[src/rtl/pixel_write_queue_if.sv]
// Pixel stream in, framebuffer write port out; the animation side is master, the queue is slave.
interface pixel_write_queue_if #(
  parameter int COLOUR_W = 9,
  parameter int ADDR_W   = 15
);
  logic [7:0]          iX;
  logic [6:0]          iY;
  logic [COLOUR_W-1:0] iColour;
  logic                iPlot;
  logic                iFlush;
  logic                iReady;
  logic [ADDR_W-1:0]   oAddress;
  logic [COLOUR_W-1:0] oData;
  logic                oWren;
  logic                oFull;
  logic                oBusy;
  logic [7:0]          oDropCount;

  modport master (
    output iX, iY, iColour, iPlot, iFlush, iReady,
    input  oAddress, oData, oWren, oFull, oBusy, oDropCount
  );

  modport slave (
    input  iX, iY, iColour, iPlot, iFlush, iReady,
    output oAddress, oData, oWren, oFull, oBusy, oDropCount
  );
endinterface

[src/rtl/pixel_write_queue.sv]
// Pixel -> linear framebuffer address FIFO; one-cycle latency into an empty queue, show-ahead head.
// iReady stalls the head; off-screen or overflow pixels are dropped and counted (saturating).
module pixel_write_queue #(
  parameter int SCREEN_W = 160,
  parameter int SCREEN_H = 120,
  parameter int COLOUR_W = 9,
  parameter int ADDR_W   = 15,
  parameter int DEPTH    = 8
) (
  input logic               clock,
  input logic               resetn,
  pixel_write_queue_if.slave pix
);
  localparam int PW = $clog2(DEPTH);
  localparam int CW = PW + 1;
  localparam logic [7:0]    MAX_X = 8'(SCREEN_W);
  localparam logic [6:0]    MAX_Y = 7'(SCREEN_H);
  localparam logic [CW-1:0] FULL_COUNT = CW'(DEPTH);

  typedef struct packed {
    logic [ADDR_W-1:0]   addr;
    logic [COLOUR_W-1:0] colour;
  } entry_t;

  entry_t            mem_q [DEPTH];
  logic [PW-1:0]     wr_ptr_q, wr_ptr_d;
  logic [PW-1:0]     rd_ptr_q, rd_ptr_d;
  logic [CW-1:0]     count_q, count_d;
  logic [7:0]        drop_q, drop_d;

  logic [ADDR_W-1:0] y_ext;
  logic [ADDR_W-1:0] pix_addr;
  logic              on_screen;
  logic              not_empty;
  logic              full;
  logic              pop;
  logic              push;
  logic              drop;
  entry_t            head;

  // y*160 as two shifts so no multiplier is needed.
  always_comb begin
    y_ext    = ADDR_W'(pix.iY);
    pix_addr = (y_ext << 7) + (y_ext << 5) + ADDR_W'(pix.iX);
  end

  assign on_screen = (pix.iX < MAX_X) && (pix.iY < MAX_Y);
  assign not_empty = (count_q != '0);
  assign full      = (count_q == FULL_COUNT);
  assign pop       = not_empty && pix.iReady && !pix.iFlush;
  // A pop on the same edge frees a slot, so a full queue can still accept.
  assign push      = pix.iPlot && on_screen && !pix.iFlush && (!full || pop);
  assign drop      = pix.iPlot && !pix.iFlush && (!on_screen || (full && !pop));

  always_comb begin
    wr_ptr_d = wr_ptr_q;
    rd_ptr_d = rd_ptr_q;
    count_d  = count_q;
    drop_d   = drop_q;
    if (pix.iFlush) begin
      wr_ptr_d = '0;
      rd_ptr_d = '0;
      count_d  = '0;
    end else begin
      if (push) wr_ptr_d = wr_ptr_q + PW'(1);
      if (pop)  rd_ptr_d = rd_ptr_q + PW'(1);
      count_d = count_q + CW'(push) - CW'(pop);
    end
    if (drop && (drop_q != 8'hFF)) drop_d = drop_q + 8'd1;
  end

  always_ff @(posedge clock or negedge resetn) begin
    if (!resetn) begin
      wr_ptr_q <= '0;
      rd_ptr_q <= '0;
      count_q  <= '0;
      drop_q   <= '0;
    end else begin
      wr_ptr_q <= wr_ptr_d;
      rd_ptr_q <= rd_ptr_d;
      count_q  <= count_d;
      drop_q   <= drop_d;
    end
  end

  // Storage needs no reset: the head is masked to zero whenever the queue is empty.
  always_ff @(posedge clock) begin
    if (push) mem_q[wr_ptr_q] <= '{addr: pix_addr, colour: pix.iColour};
  end

  assign head           = mem_q[rd_ptr_q];
  assign pix.oWren      = not_empty;
  assign pix.oBusy      = not_empty;
  assign pix.oFull      = full;
  assign pix.oAddress   = not_empty ? head.addr   : '0;
  assign pix.oData      = not_empty ? head.colour : '0;
  assign pix.oDropCount = drop_q;
endmodule
[src/flat_wrapper.sv]
// flat-port wrapper written by rule: the top's interface ports become plain ports
module pixel_write_queue_flat 
#(
  parameter int SCREEN_W = 160,
  parameter int SCREEN_H = 120,
  parameter int COLOUR_W = 9,
  parameter int ADDR_W   = 15,
  parameter int DEPTH    = 8
)
  (clock, resetn, pix_iX, pix_iY, pix_iColour, pix_iPlot, pix_iFlush, pix_iReady, pix_oAddress, pix_oData, pix_oWren, pix_oFull, pix_oBusy, pix_oDropCount);
  pixel_write_queue_if #(.COLOUR_W(COLOUR_W), .ADDR_W(ADDR_W)) pix_i ();
  input logic clock;
  input logic resetn;
  input wire logic [$bits(pix_i.iX)-1:0] pix_iX;
  input wire logic [$bits(pix_i.iY)-1:0] pix_iY;
  input wire logic [$bits(pix_i.iColour)-1:0] pix_iColour;
  input wire logic [$bits(pix_i.iPlot)-1:0] pix_iPlot;
  input wire logic [$bits(pix_i.iFlush)-1:0] pix_iFlush;
  input wire logic [$bits(pix_i.iReady)-1:0] pix_iReady;
  output wire logic [$bits(pix_i.oAddress)-1:0] pix_oAddress;
  output wire logic [$bits(pix_i.oData)-1:0] pix_oData;
  output wire logic [$bits(pix_i.oWren)-1:0] pix_oWren;
  output wire logic [$bits(pix_i.oFull)-1:0] pix_oFull;
  output wire logic [$bits(pix_i.oBusy)-1:0] pix_oBusy;
  output wire logic [$bits(pix_i.oDropCount)-1:0] pix_oDropCount;
  assign pix_i.iX = pix_iX;
  assign pix_i.iY = pix_iY;
  assign pix_i.iColour = pix_iColour;
  assign pix_i.iPlot = pix_iPlot;
  assign pix_i.iFlush = pix_iFlush;
  assign pix_i.iReady = pix_iReady;
  assign pix_oAddress = pix_i.oAddress;
  assign pix_oData = pix_i.oData;
  assign pix_oWren = pix_i.oWren;
  assign pix_oFull = pix_i.oFull;
  assign pix_oBusy = pix_i.oBusy;
  assign pix_oDropCount = pix_i.oDropCount;
  pixel_write_queue #(.SCREEN_W(SCREEN_W), .SCREEN_H(SCREEN_H), .COLOUR_W(COLOUR_W), .ADDR_W(ADDR_W), .DEPTH(DEPTH)) u_core (.clock(clock), .resetn(resetn), .pix(pix_i));
endmodule
[config.mk]
export PLATFORM = sky130hd
export DESIGN_NAME = pixel_write_queue_flat
export DESIGN_NICKNAME = d
export VERILOG_FILES = /design/src/rtl/pixel_write_queue_if.sv /design/src/rtl/pixel_write_queue.sv /design/src/flat_wrapper.sv
export SDC_FILE = /design/constraint.sdc
export NUM_CORES = 1
export LEC_CHECK = 0
export BUFFER_PORTS_ARGS = -buffer_cell sky130_fd_sc_hd__buf_2
export CAP_MARGIN = 0
export CORE_MARGIN = 8
export CORE_UTILIZATION = 48
export CTS_CLUSTER_DIAMETER = 60
export DETAILED_ROUTE_END_ITERATION = 8
export HOLD_SLACK_MARGIN = 0.12
export MAX_ROUTING_LAYER = met4
export PLACE_DENSITY = 0.73
export SLEW_MARGIN = 20
export SYNTH_ARGS = -nofsm -noshare
export SYNTH_HDL_FRONTEND = slang
export SYNTH_SLANG_ARGS = --single-unit
export TNS_END_PERCENT = 50
[constraint.sdc]
create_clock -name clock -period 3.35 [get_ports clock]
set_input_delay 0 -clock clock [delete_from_list [all_inputs] [get_ports clock]]
set_output_delay 0 -clock clock [all_outputs]
set_load 0.01 [all_outputs]
=== Yosys cells after proc, flatten, opt, wreduce, memory -nomap -nowiden ===
Memories as Yosys holds them, arrays and structs flattened.
Index checks and enable logic that the tools add are counted.

* Add/subtract/negate cells: 7
* Order comparisons: 2
* Eq/ne operators: 2
* Multiplexer cells: 9
* Reduce and logical (&&, ||, !) cells: 19

{| class="wikitable"
|+ Operator list
! operator !! count
|-
| adder 14 x 12 -> 15 bit || 1
|-
| adder 15 x 8 -> 15 bit || 1
|-
| two-way mux 15 bit || 1
|-
| two-way mux 3 bit || 4
|-
| logical AND 1 bit || 10
|-
| two-way mux 9 bit || 1
|-
| adder 8 x 1 -> 8 bit, second input constant || 1
|-
| < comparator 8 bit, second input constant || 1
|-
| inequality test 8 bit, second input constant || 1
|-
| < comparator 7 bit, second input constant || 1
|-
| adder 3 x 1 -> 3 bit, second input constant || 2
|-
| adder 4 x 1 -> 4 bit || 1
|-
| equality test 4 bit, second input constant || 1
|-
| zero test 1 bit || 4
|-
| two-way mux 4 bit || 1
|-
| nonzero test 2 bit || 2
|-
| nonzero test 4 bit || 1
|-
| subtractor 4 x 1 -> 4 bit || 1
|-
| logical OR 1 bit || 2
|-
| two-way mux 1 bit || 2
|}

* Register bits after elaboration: 18
* RAM bits: 192
* Bits of input ports: 29
* Output and inout port bits: 35
* Word-level logic and storage cells: 44
* Memories kept: 1

{| class="wikitable"
|+ Memory list
! name !! depth !! bits a word !! read ports !! clocked after Yosys merged registers in !! wr ports !! RTL line !! text
|-
| u_core.mem_q || 8 || 24 || 1 || 0 || 1 || pixel_write_queue.sv:25 || <nowiki>entry_t mem_q [DEPTH];</nowiki>
|}

=== Logic depth before layout (Yosys ltp) ===
Gate-level depths: netlist of the first run.

* Word-level depth: 8
* Depth in mapped cells: 14
* Mapped depth without buffers: 13

=== Worst setup path after synthesis of the first run ===
No wires, ideal clock.

* Kind: reg-to-reg
* From: reg u_core.count_q[2]
* To: mem u_core.mem_q[0][0] (netlist bit), enable pin
* Setup time: 0.435 ns
* Arrival time: 2.989 ns
* Required time: 2.915 ns
* Setup slack: -0.074 ns
* Cell stages (with the launch flop): 7
* Path buffers: 0
* Cells stage by stage: dfrtp_1 > inv_1 > ha_1 > nor3b_1 > o211a_4 > nand3_1 > nor3_1

* Cells in the longest elaborated chain, start to end: 7

{| class="wikitable"
|+ Ends and longest elaborated chain
! element !! RTL line !! text
|-
| start: declaration || pixel_write_queue.sv:28 || <nowiki>logic [CW-1:0] count_q, count_d;</nowiki>
|-
| start signal: assignment || pixel_write_queue.sv:81 || <nowiki>count_q <= count_d;</nowiki>
|-
| nonzero test 4 bit || pixel_write_queue.sv:48 || <nowiki>assign not_empty = (count_q != '0);</nowiki>
|-
| logical AND 1 bit (2 in a row) || pixel_write_queue.sv:50 || <nowiki>assign pop = not_empty && pix.iReady && !pix.iFlush;</nowiki>
|-
| logical OR 1 bit (*) || pixel_write_queue.sv:52 || <nowiki>assign push = pix.iPlot && on_screen && !pix.iFlush && (!full || pop);</nowiki>
|-
| logical AND 1 bit (*) || pixel_write_queue.sv:52 ||
|-
| two-way mux 1 bit (*) || pixel_write_queue.sv:88 || <nowiki>if (push) mem_q[wr_ptr_q] <= '{addr: pix_addr, colour: pix.iColour};</nowiki>
|-
| two-way mux 1 bit (implied by the code) (*) || pixel_write_queue.sv:88 ||
|-
| end: declaration || pixel_write_queue.sv:25 ||
|}

Every way passes the cells marked *; elsewhere a longest branch is shown, timed or not.

=== Final worst setup path of the first run ===
* From: reg u_core.count_q[2]
* To: mem u_core.mem_q[0][11] (netlist bit), enable pin

The elaborated chain is that of the path after synthesis.

==> summary.md, run 1 <==
| Metric | Value |
|---|---|
| Run status | finished, final reports clean |
| Tightest Pin Transition | 0.840 ns |
| Initial Utilization | 48.9% |
| Worst-path fanout max | 15 |
| Area inside the core boundary | 18,000 um2 |
| Count of state elements after synthesis | 210 |
| Worst setup SP type | flip-flop |
| Share of cell area taken by muxes after synthesis | 15.4% |
| Relative max-transition margin | 43.8% |
| CP max stage cell | sky130_fd_sc_hd__nor3_4 |
| Largest cells by area after synthesis | sky130_fd_sc_hd__edfxtp_1, sky130_fd_sc_hd__mux4_2, sky130_fd_sc_hd__dfrtp_1, sky130_fd_sc_hd__ha_1, sky130_fd_sc_hd__mux2i_1 |
| Post-synthesis instance area | 8790 um2 |
| Detail Route Antenna Nets | 0 |
| Worst reg2reg path endpoint | u_core.mem_q[0][11] |
| Buffers from clock root to sink, at most | 3 |
| # port buffers | 63 |
| Post-placement cell count | 760 |
| Antenna diodes | 0 |
| Per-instance average area after synthesis | 18.6 um2 |
| Chip Width | 151 um |
| CTS tree | built |
| Fill cell count | 1,371 |
| Cell family with the largest share of critical-path delay | simple AND/OR/NAND/NOR gates |
| Number of distinct library cells after synthesis | 46 |
| Net count of the mapped netlist | 526 |
| Final Setup Violations | 0 |
| Combined area of the multi-input logic cells | 2440 um2 |
| Top cell types by occurrence after synthesis | sky130_fd_sc_hd__edfxtp_1, sky130_fd_sc_hd__mux4_2, sky130_fd_sc_hd__nor2_1 |
| Cells after Synth | 472 |
| Count of pins on the block boundary | 64 |
| Chain of cells forming the critical path | inv_1 > ha_1 > nor3b_1 > o211a_4 > nand3_1 > nor3_4 > buf_12 |
| Number of buffers created by CTS | 21 |
| Total routing resource utilization after global routing | 15.7% |
| Layout net count | 632 |
| Wire length of the first global-routing pass | 26.8 mm |
| Die footprint | 22,900 um2 |
| Max stage delay on crit path | 0.57 ns |
| Most used flip-flop cell after synthesis | sky130_fd_sc_hd__edfxtp_1 |
| Beginning of the worst hold path | pix_iX[6] |
| Maximum clock frequency | 384 MHz |
| Number of antenna violations at the first check in global routing | 0 |
| Worst path buffer plus inverter count | 2 |
| Count leader, synth | sky130_fd_sc_hd__edfxtp_1 |
| Per-cell via count in the routed design | 5.55 |
| CTS Root Buffer Type | sky130_fd_sc_hd__clkbuf_16 |
| Maximum number of pins on one net before global-route repair | 37 |
| Site Rows | 49 |
| Unrepaired setup endpoints after global routing | false |
| Sink of the worst hold path | u_core.mem_q[0][15] |
| Worst reg2reg path startpoint | u_core.count_q[2] |
| TritonRoute pass-1 iters | 4 |
| Number of enable-type register cells in the synthesized netlist | 192 |
| Worst hold path class | input pin to flip-flop |
| Area leader, netlist | sky130_fd_sc_hd__edfxtp_1 |
| Number of cells traversed by the worst register-to-register path | 7 |
| Clk sinks | 210 |
| Buffers inserted during post-CTS setup optimization | 0 |
| Area fraction in and, or, nand and nor cells after synthesis | 4.64% |
| Average wire per cell in the routed design | 20.6 um |
| Compound-gate portion of the synthesized area | 2.21% |
| Cell area power density | 688 nW/um2 |
| Number of standard cells in the layout, taps in and fillers out | 822 |
| Relative area change from synthesis to final layout | 18.9% |
| Endpoints failing hold | 0 |
| Vias after detailed routing | 4,559 |
| XOR/XNOR Fraction of Synth Area | 1.30% |
| Worst-path clk slew | 0.06 ns |
| Required time of the worst setup path | 3.56 ns |
| Overflow after GRT | 0 |
| Sequential Area | 6220 um2 |
| Max Cap Violations | 0 |
| Fraction of final layout cells with drive strength greater than 1 | 29.3% |
| Number of global-route vias before repair | 5,028 |
| Level count of the clock H-tree | 1 |
| Total of warnings raised by yosys | 0 |
| Worst EP arrival | 2.82 ns |
| Critical Setup Path Class | flip-flop to flip-flop |
| DRC violation count after routing | 0 |
| Largest vdd supply drop | 0.000402 V |
| Count of pins over their slew limit | 0 |
| Top cell type's share of synthesized area | 65.6% |
| Crit end category | flip-flop |
| Portion of the post-synthesis area used by sequential elements | 70.7% |
| Leakage power figure | 3.59 nW |
| Clock insertion delay at the later pin of the skew report | 0.50 ns |
| Final critical path time including I/O delays and setup | 2.61 ns |
| Dominant combinational cell family by area after synthesis | multiplexers |
| Post-layout power | 7.20 mW |
| Async set-reset flop share out of synthesis | 8.57% |
| Routability congestion estimate from global placement | 0.828 |
| Total Routed Length | 16.9 mm |
| Vert. Die Dim | 151 um |
| Crit share post-route | 77.8% |
| Initial drt markers | 260 |
| Adder-cell share of the synthesized area | 3.81% |
| Final sum of negative setup slack | 0 ns |
| R2r setup slk | 0.74 ns |
| Post-Route Skew | 0.0108 ns |
| Hold-critical path depth | 3 |
| HPWL Detailed | 10.8 mm |
sequential cells by signal, indices dropped and copies added, names as in the netlist:
register,cells
u_core.mem_q,192
u_core.pix.oDropCount,8
u_core.count_q,4
u_core.rd_ptr_q,3
u_core.wr_ptr_q,3
what timing repair did:
action	in CTS	in global routing
endpoints found under the hold margin	169	0
setup endpoints to repair	0	0
gates resized for setup	0	0
hold buffers	24	0
stage by stage:
stage	util [%]	hold slack (ns)	area, um2	setup WS, ns
floorplan	-	-0.296	8790	-0.0532
global placement	53.0	-0.0500	9530	0.802
detailed placement	53.0	-0.0407	9530	0.710
CTS	58.2	0.136	10500	0.706
global route	58.2	0.166	10500	0.573
finish	58.2	0.151	10500	0.745
logic make-up after synthesis:
group | count (synthesis)
adder cells (fa/ha/maj) | 25
buffers and inverters | 40
multiplexers | 75
flip-flops | 210
AO/OA/AOI/OAI | 28
AND/OR/NAND/NOR | 81
XOR/XNOR | 13
cell type report:
type / instances / area share, %
Clock buffer: 24 / 5.14
Timing Repair Buffer: 102 / 7.11
Sequential cell: 210 / 59.5
Tap cell: 229 / 2.74
Inverter: 21 / 0.754
Multi-Input combinational cell: 222 / 23.3
Clock inverter: 14 / 1.41
cell usage in the layout (no fill, tap or decap), types with 3 or more instances in the layout:
cell type	instances
sky130_fd_sc_hd__edfxtp_1	192
sky130_fd_sc_hd__buf_2	63
sky130_fd_sc_hd__mux4_2	48
sky130_fd_sc_hd__nor2_1	33
sky130_fd_sc_hd__mux2i_1	24
sky130_fd_sc_hd__dlygate4sd3_1	24
sky130_fd_sc_hd__ha_1	22
sky130_fd_sc_hd__clkbuf_16	21
sky130_fd_sc_hd__inv_1	20
sky130_fd_sc_hd__dfrtp_1	16
sky130_fd_sc_hd__xnor2_1	11
sky130_fd_sc_hd__nand3_1	9
sky130_fd_sc_hd__buf_4	9
sky130_fd_sc_hd__nand2_1	8
sky130_fd_sc_hd__a21oi_1	7
sky130_fd_sc_hd__nor2_2	6
sky130_fd_sc_hd__clkinv_2	6
sky130_fd_sc_hd__buf_12	6
sky130_fd_sc_hd__o21ai_0	5
sky130_fd_sc_hd__nand2b_1	5
sky130_fd_sc_hd__nor2b_1	4
sky130_fd_sc_hd__nand4_1	4
sky130_fd_sc_hd__mux2_1	3
sky130_fd_sc_hd__fa_1	3
sky130_fd_sc_hd__bufinv_16	3
sky130_fd_sc_hd__clkinv_1	3
sky130_fd_sc_hd__clkbuf_1	3
power by group:
group	switching (mW)	leakage [nW]	internal, mW	total [mW]
combinational	0.870	1.29	0.830	1.70
sequential	0.162	1.97	3.01	3.17
clock	0.939	0.338	1.38	2.32
worst max-delay path by stage:
stage,start,end,slack [ns],cells past startpoint
finish,u_core.count_q[2],u_core.mem_q[0][11],0.74,7
CTS,u_core.count_q[2],u_core.mem_q[0][11],0.71,7
global placement,u_core.count_q[2],u_core.mem_q[0][11],0.80,7
global route,u_core.count_q[3],u_core.mem_q[0][10],0.57,7
floorplan,u_core.count_q[2],u_core.mem_q[1][0],-0.05,6
detailed placement,u_core.count_q[2],u_core.mem_q[0][11],0.71,7
routing by layer:
layer | wire [um] | track usage [%] | vias up | share of wire [%]
met5 | 0 | - | - | 0
met4 | 379 | 4.26 | 0 | 2.2
met3 | 808 | 2.57 | 29 | 4.8
met2 | 8600 | 26.6 | 119 | 51
met1 | 7140 | 19.4 | 2337 | 42
li1 | - | - | 2074 | -
worst reg2reg max path, delay by kind of cell (launching register included):
family,cells,cell delay [ns]
compound gates,1,0.27
fa+ha+maj,1,0.22
buf+inv,2,0.31
flops,1,0.33
simple gates,3,1.21
Power figures use the tool's default switching activity.
==> run 2: changes to the inputs <==
Settings changed: PLACE_DENSITY 0.73 to 0.71.
Clock period 3.35 ns to 2.45 ns, I/O delays scaled along.
==> run 2 against run 1 <==
  * Total power is 40% higher
  * Combinational power is 46% higher
  * Clock skew hardly changed
  * Clock power is 41% higher
  * Hold slack better by 0.039 ns
  * Register-to-register slack worse by 0.60 ns
  * Critical path type is now flip-flop to primary output
==> summary.md, run 2 (synthesis gave the netlist of run 1 again) <==
| Metric | Value |
|---|---|
| Number of buffers created by CTS | 23 |
| Die footprint | 22,900 um2 |
| Max Cap Violations | 0 |
| Layout net count | 655 |
| Max stage delay on crit path | 0.65 ns |
| Routability congestion estimate from global placement | 0.810 |
| Detail Route Antenna Nets | 0 |
| Vert. Die Dim | 151 um |
| Endpoints failing hold | 0 |
| Leakage power figure | 3.71 nW |
| # port buffers | 63 |
| Clock insertion delay at the later pin of the skew report | 0.50 ns |
| Cell family with the largest share of critical-path delay | multiplexers |
| Post-Route Skew | 0.0106 ns |
| Initial Utilization | 48.9% |
| Final Setup Violations | 0 |
| Worst hold path class | input pin to flip-flop |
| Post-layout power | 10.1 mW |
| Relative contribution of the clock network to total power | 32.4% |
| CTS Root Buffer Type | sky130_fd_sc_hd__clkbuf_16 |
| Per-cell via count in the routed design | 5.54 |
| Fin area | 10,600 um2 |
| Worst EP arrival | 2.32 ns |
| Worst-path clk slew | 0.06 ns |
| Reg power frac | 42.8% |
| Number of antenna violations at the first check in global routing | 0 |
| Unrepaired setup endpoints after global routing | true |
| DRC violation count after routing | 0 |
| Cell area power density | 944 nW/um2 |
| Fraction of final layout cells with drive strength greater than 1 | 32.0% |
| Crit end category | primary output |
| Relative area change from synthesis to final layout | 21.1% |
| Tightest Pin Transition | 0.820 ns |
| Most common cell after layout, fill and taps aside | sky130_fd_sc_hd__edfxtp_1 |
| Pint | 7.27 mW |
| Buffers from clock root to sink, at most | 3 |
| Run status | finished, final reports clean |
| Crit share post-route | 94.9% |
| Chip Width | 151 um |
| Number of global-route vias before repair | 5,084 |
| Switching power | 2.78 mW |
| CP max stage cell | sky130_fd_sc_hd__dfrtp_4 |
| Worst setup slack before clock tree synthesis | 0.0968 ns |
| Count of pins over their slew limit | 0 |
| Count of pins on the block boundary | 64 |
| CTS tree | built |
| Largest vdd supply drop | 0.000706 V |
| Overflow after GRT | 0 |
| Critical Setup Path Class | flip-flop to primary output |
| Initial drt markers | 250 |
| Clk sinks | 210 |
| Switching portion of total power | 27.6% |
| Worst setup SP type | flip-flop |
| Final critical path time including I/O delays and setup | 2.32 ns |
| Largest reg by FF count | u_core.mem_q |
| Wire length of the first global-routing pass | 28.0 mm |
| Maximum clock frequency | 430 MHz |
| TritonRoute pass-1 iters | 4 |
| Comb pwr share | 24.8% |
| Total routing resource utilization after global routing | 16.5% |
| Required time of the worst setup path | 2.45 ns |
| Average wire per cell in the routed design | 21.0 um |
| Total Routed Length | 17.7 mm |
| Post-Route Utilization | 59.3% |
| HPWL Detailed | 11.7 mm |
| Maximum number of pins on one net before global-route repair | 25 |
| Site Rows | 49 |
| Relative max-transition margin | 45.2% |
| Antenna diodes | 0 |
| Level count of the clock H-tree | 1 |
| Vias after detailed routing | 4,680 |
| Chain of cells forming the critical path | buf_4 > mux4_2 > mux2i_1 > nor2_1 > buf_2 |
| Area inside the core boundary | 18,000 um2 |
| Highest-count cells in the layout ignoring fill and taps | sky130_fd_sc_hd__edfxtp_1, sky130_fd_sc_hd__buf_2, sky130_fd_sc_hd__mux4_2, sky130_fd_sc_hd__nor2_1, sky130_fd_sc_hd__buf_4 |
| Worst-path fanout max | 15 |
| Placement Cell Area | 9630 um2 |
| Worst path buffer plus inverter count | 2 |
| Number of flip-flops in the largest register | 192 |
| Post-route setup slack | 0.125 ns |
run 2: changes by cell type in the layout (fill, tap and decap cells not counted), moves of 2 or more:
cell	change
sky130_fd_sc_hd__buf_4	+21
sky130_fd_sc_hd__clkinv_2	-4
sky130_fd_sc_hd__buf_12	-3
sky130_fd_sc_hd__clkinv_1	+3
sky130_fd_sc_hd__dlygate4sd3_1	+3
sky130_fd_sc_hd__clkbuf_16	+2
run 2: metrics by stage:
stage / hold WS [ns] / std cells / setup TNS, ns
CTS: 0.127 / 844 / 0
global placement: -0.0486 / 778 / 0
finish: 0.190 / 845 / 0
floorplan: -0.296 / 472 / -57.56
detailed placement: -0.0412 / 778 / 0
global route: 0.231 / 845 / 0
run 2: worst paths after layout:
check | slack (ns) | startpoint | cells after the start | end
worst max-delay path | 0.13 | u_core.rd_ptr_q[0] | 5 | pix_oAddress[7]
worst min-delay path | 0.19 | pix_iY[1] | 3 | u_core.mem_q[4][15]
worst max register to register | 0.14 | u_core.count_q[2] | 7 | u_core.wr_ptr_q[0]
worst min register to register | 0.49 | u_core.pix.oDropCount[4] | 1 | u_core.pix.oDropCount[4]
max in group asynchronous | 1.17 | resetn | 3 | u_core.rd_ptr_q[1]
min in group asynchronous | 0.68 | resetn | 3 | u_core.wr_ptr_q[2]
run 2: area by class of cell:
type,instances,area [um2]
Fill cell,1332,7320
Tap cell,229,287
Clock inverter,14,129
Timing Repair Buffer,123,871
Clock buffer,26,587
Sequential cell,210,6220
Multi-Input combinational cell,222,2470
Inverter,21,78.8
run 2: power by group through the flow:
| stage | combinational [mW] | clock (mW) | sequential, mW |
|---|---|---|---|
| 2_1_floorplan | 1.70 | 0 | 4.27 |
| 4_1_cts | 2.53 | 3.33 | 4.30 |
| 3_3_place_gp | 2.43 | 0 | 4.36 |
| 3_5_place_dp | 2.49 | 0 | 4.36 |
| 6_report | 2.49 | 3.26 | 4.30 |
| 5_1_grt | 2.75 | 3.46 | 4.32 |
run 2: worst min-delay path: stages:
cell                    delay [ns]
sky130_fd_sc_hd__buf_2        0.11
sky130_fd_sc_hd__ha_1         0.14
sky130_fd_sc_hd__ha_1         0.27
run 2: repair_timing:
action                     CTS  global route
hold endpoints to repair   169             1
setup endpoints to repair    8           167
hold buffers                26             1
gates resized for setup      1             7
pin swaps                    0             1
setup buffers                0             0
run 2: metal layers:
metal,up-vias,GRT usage [%],routed length [um]
met5,-,-,0
met4,0,3.86,229
met3,22,2.57,667
met2,100,26.9,9000
met1,2442,21.4,7810
li1,2116,-,-
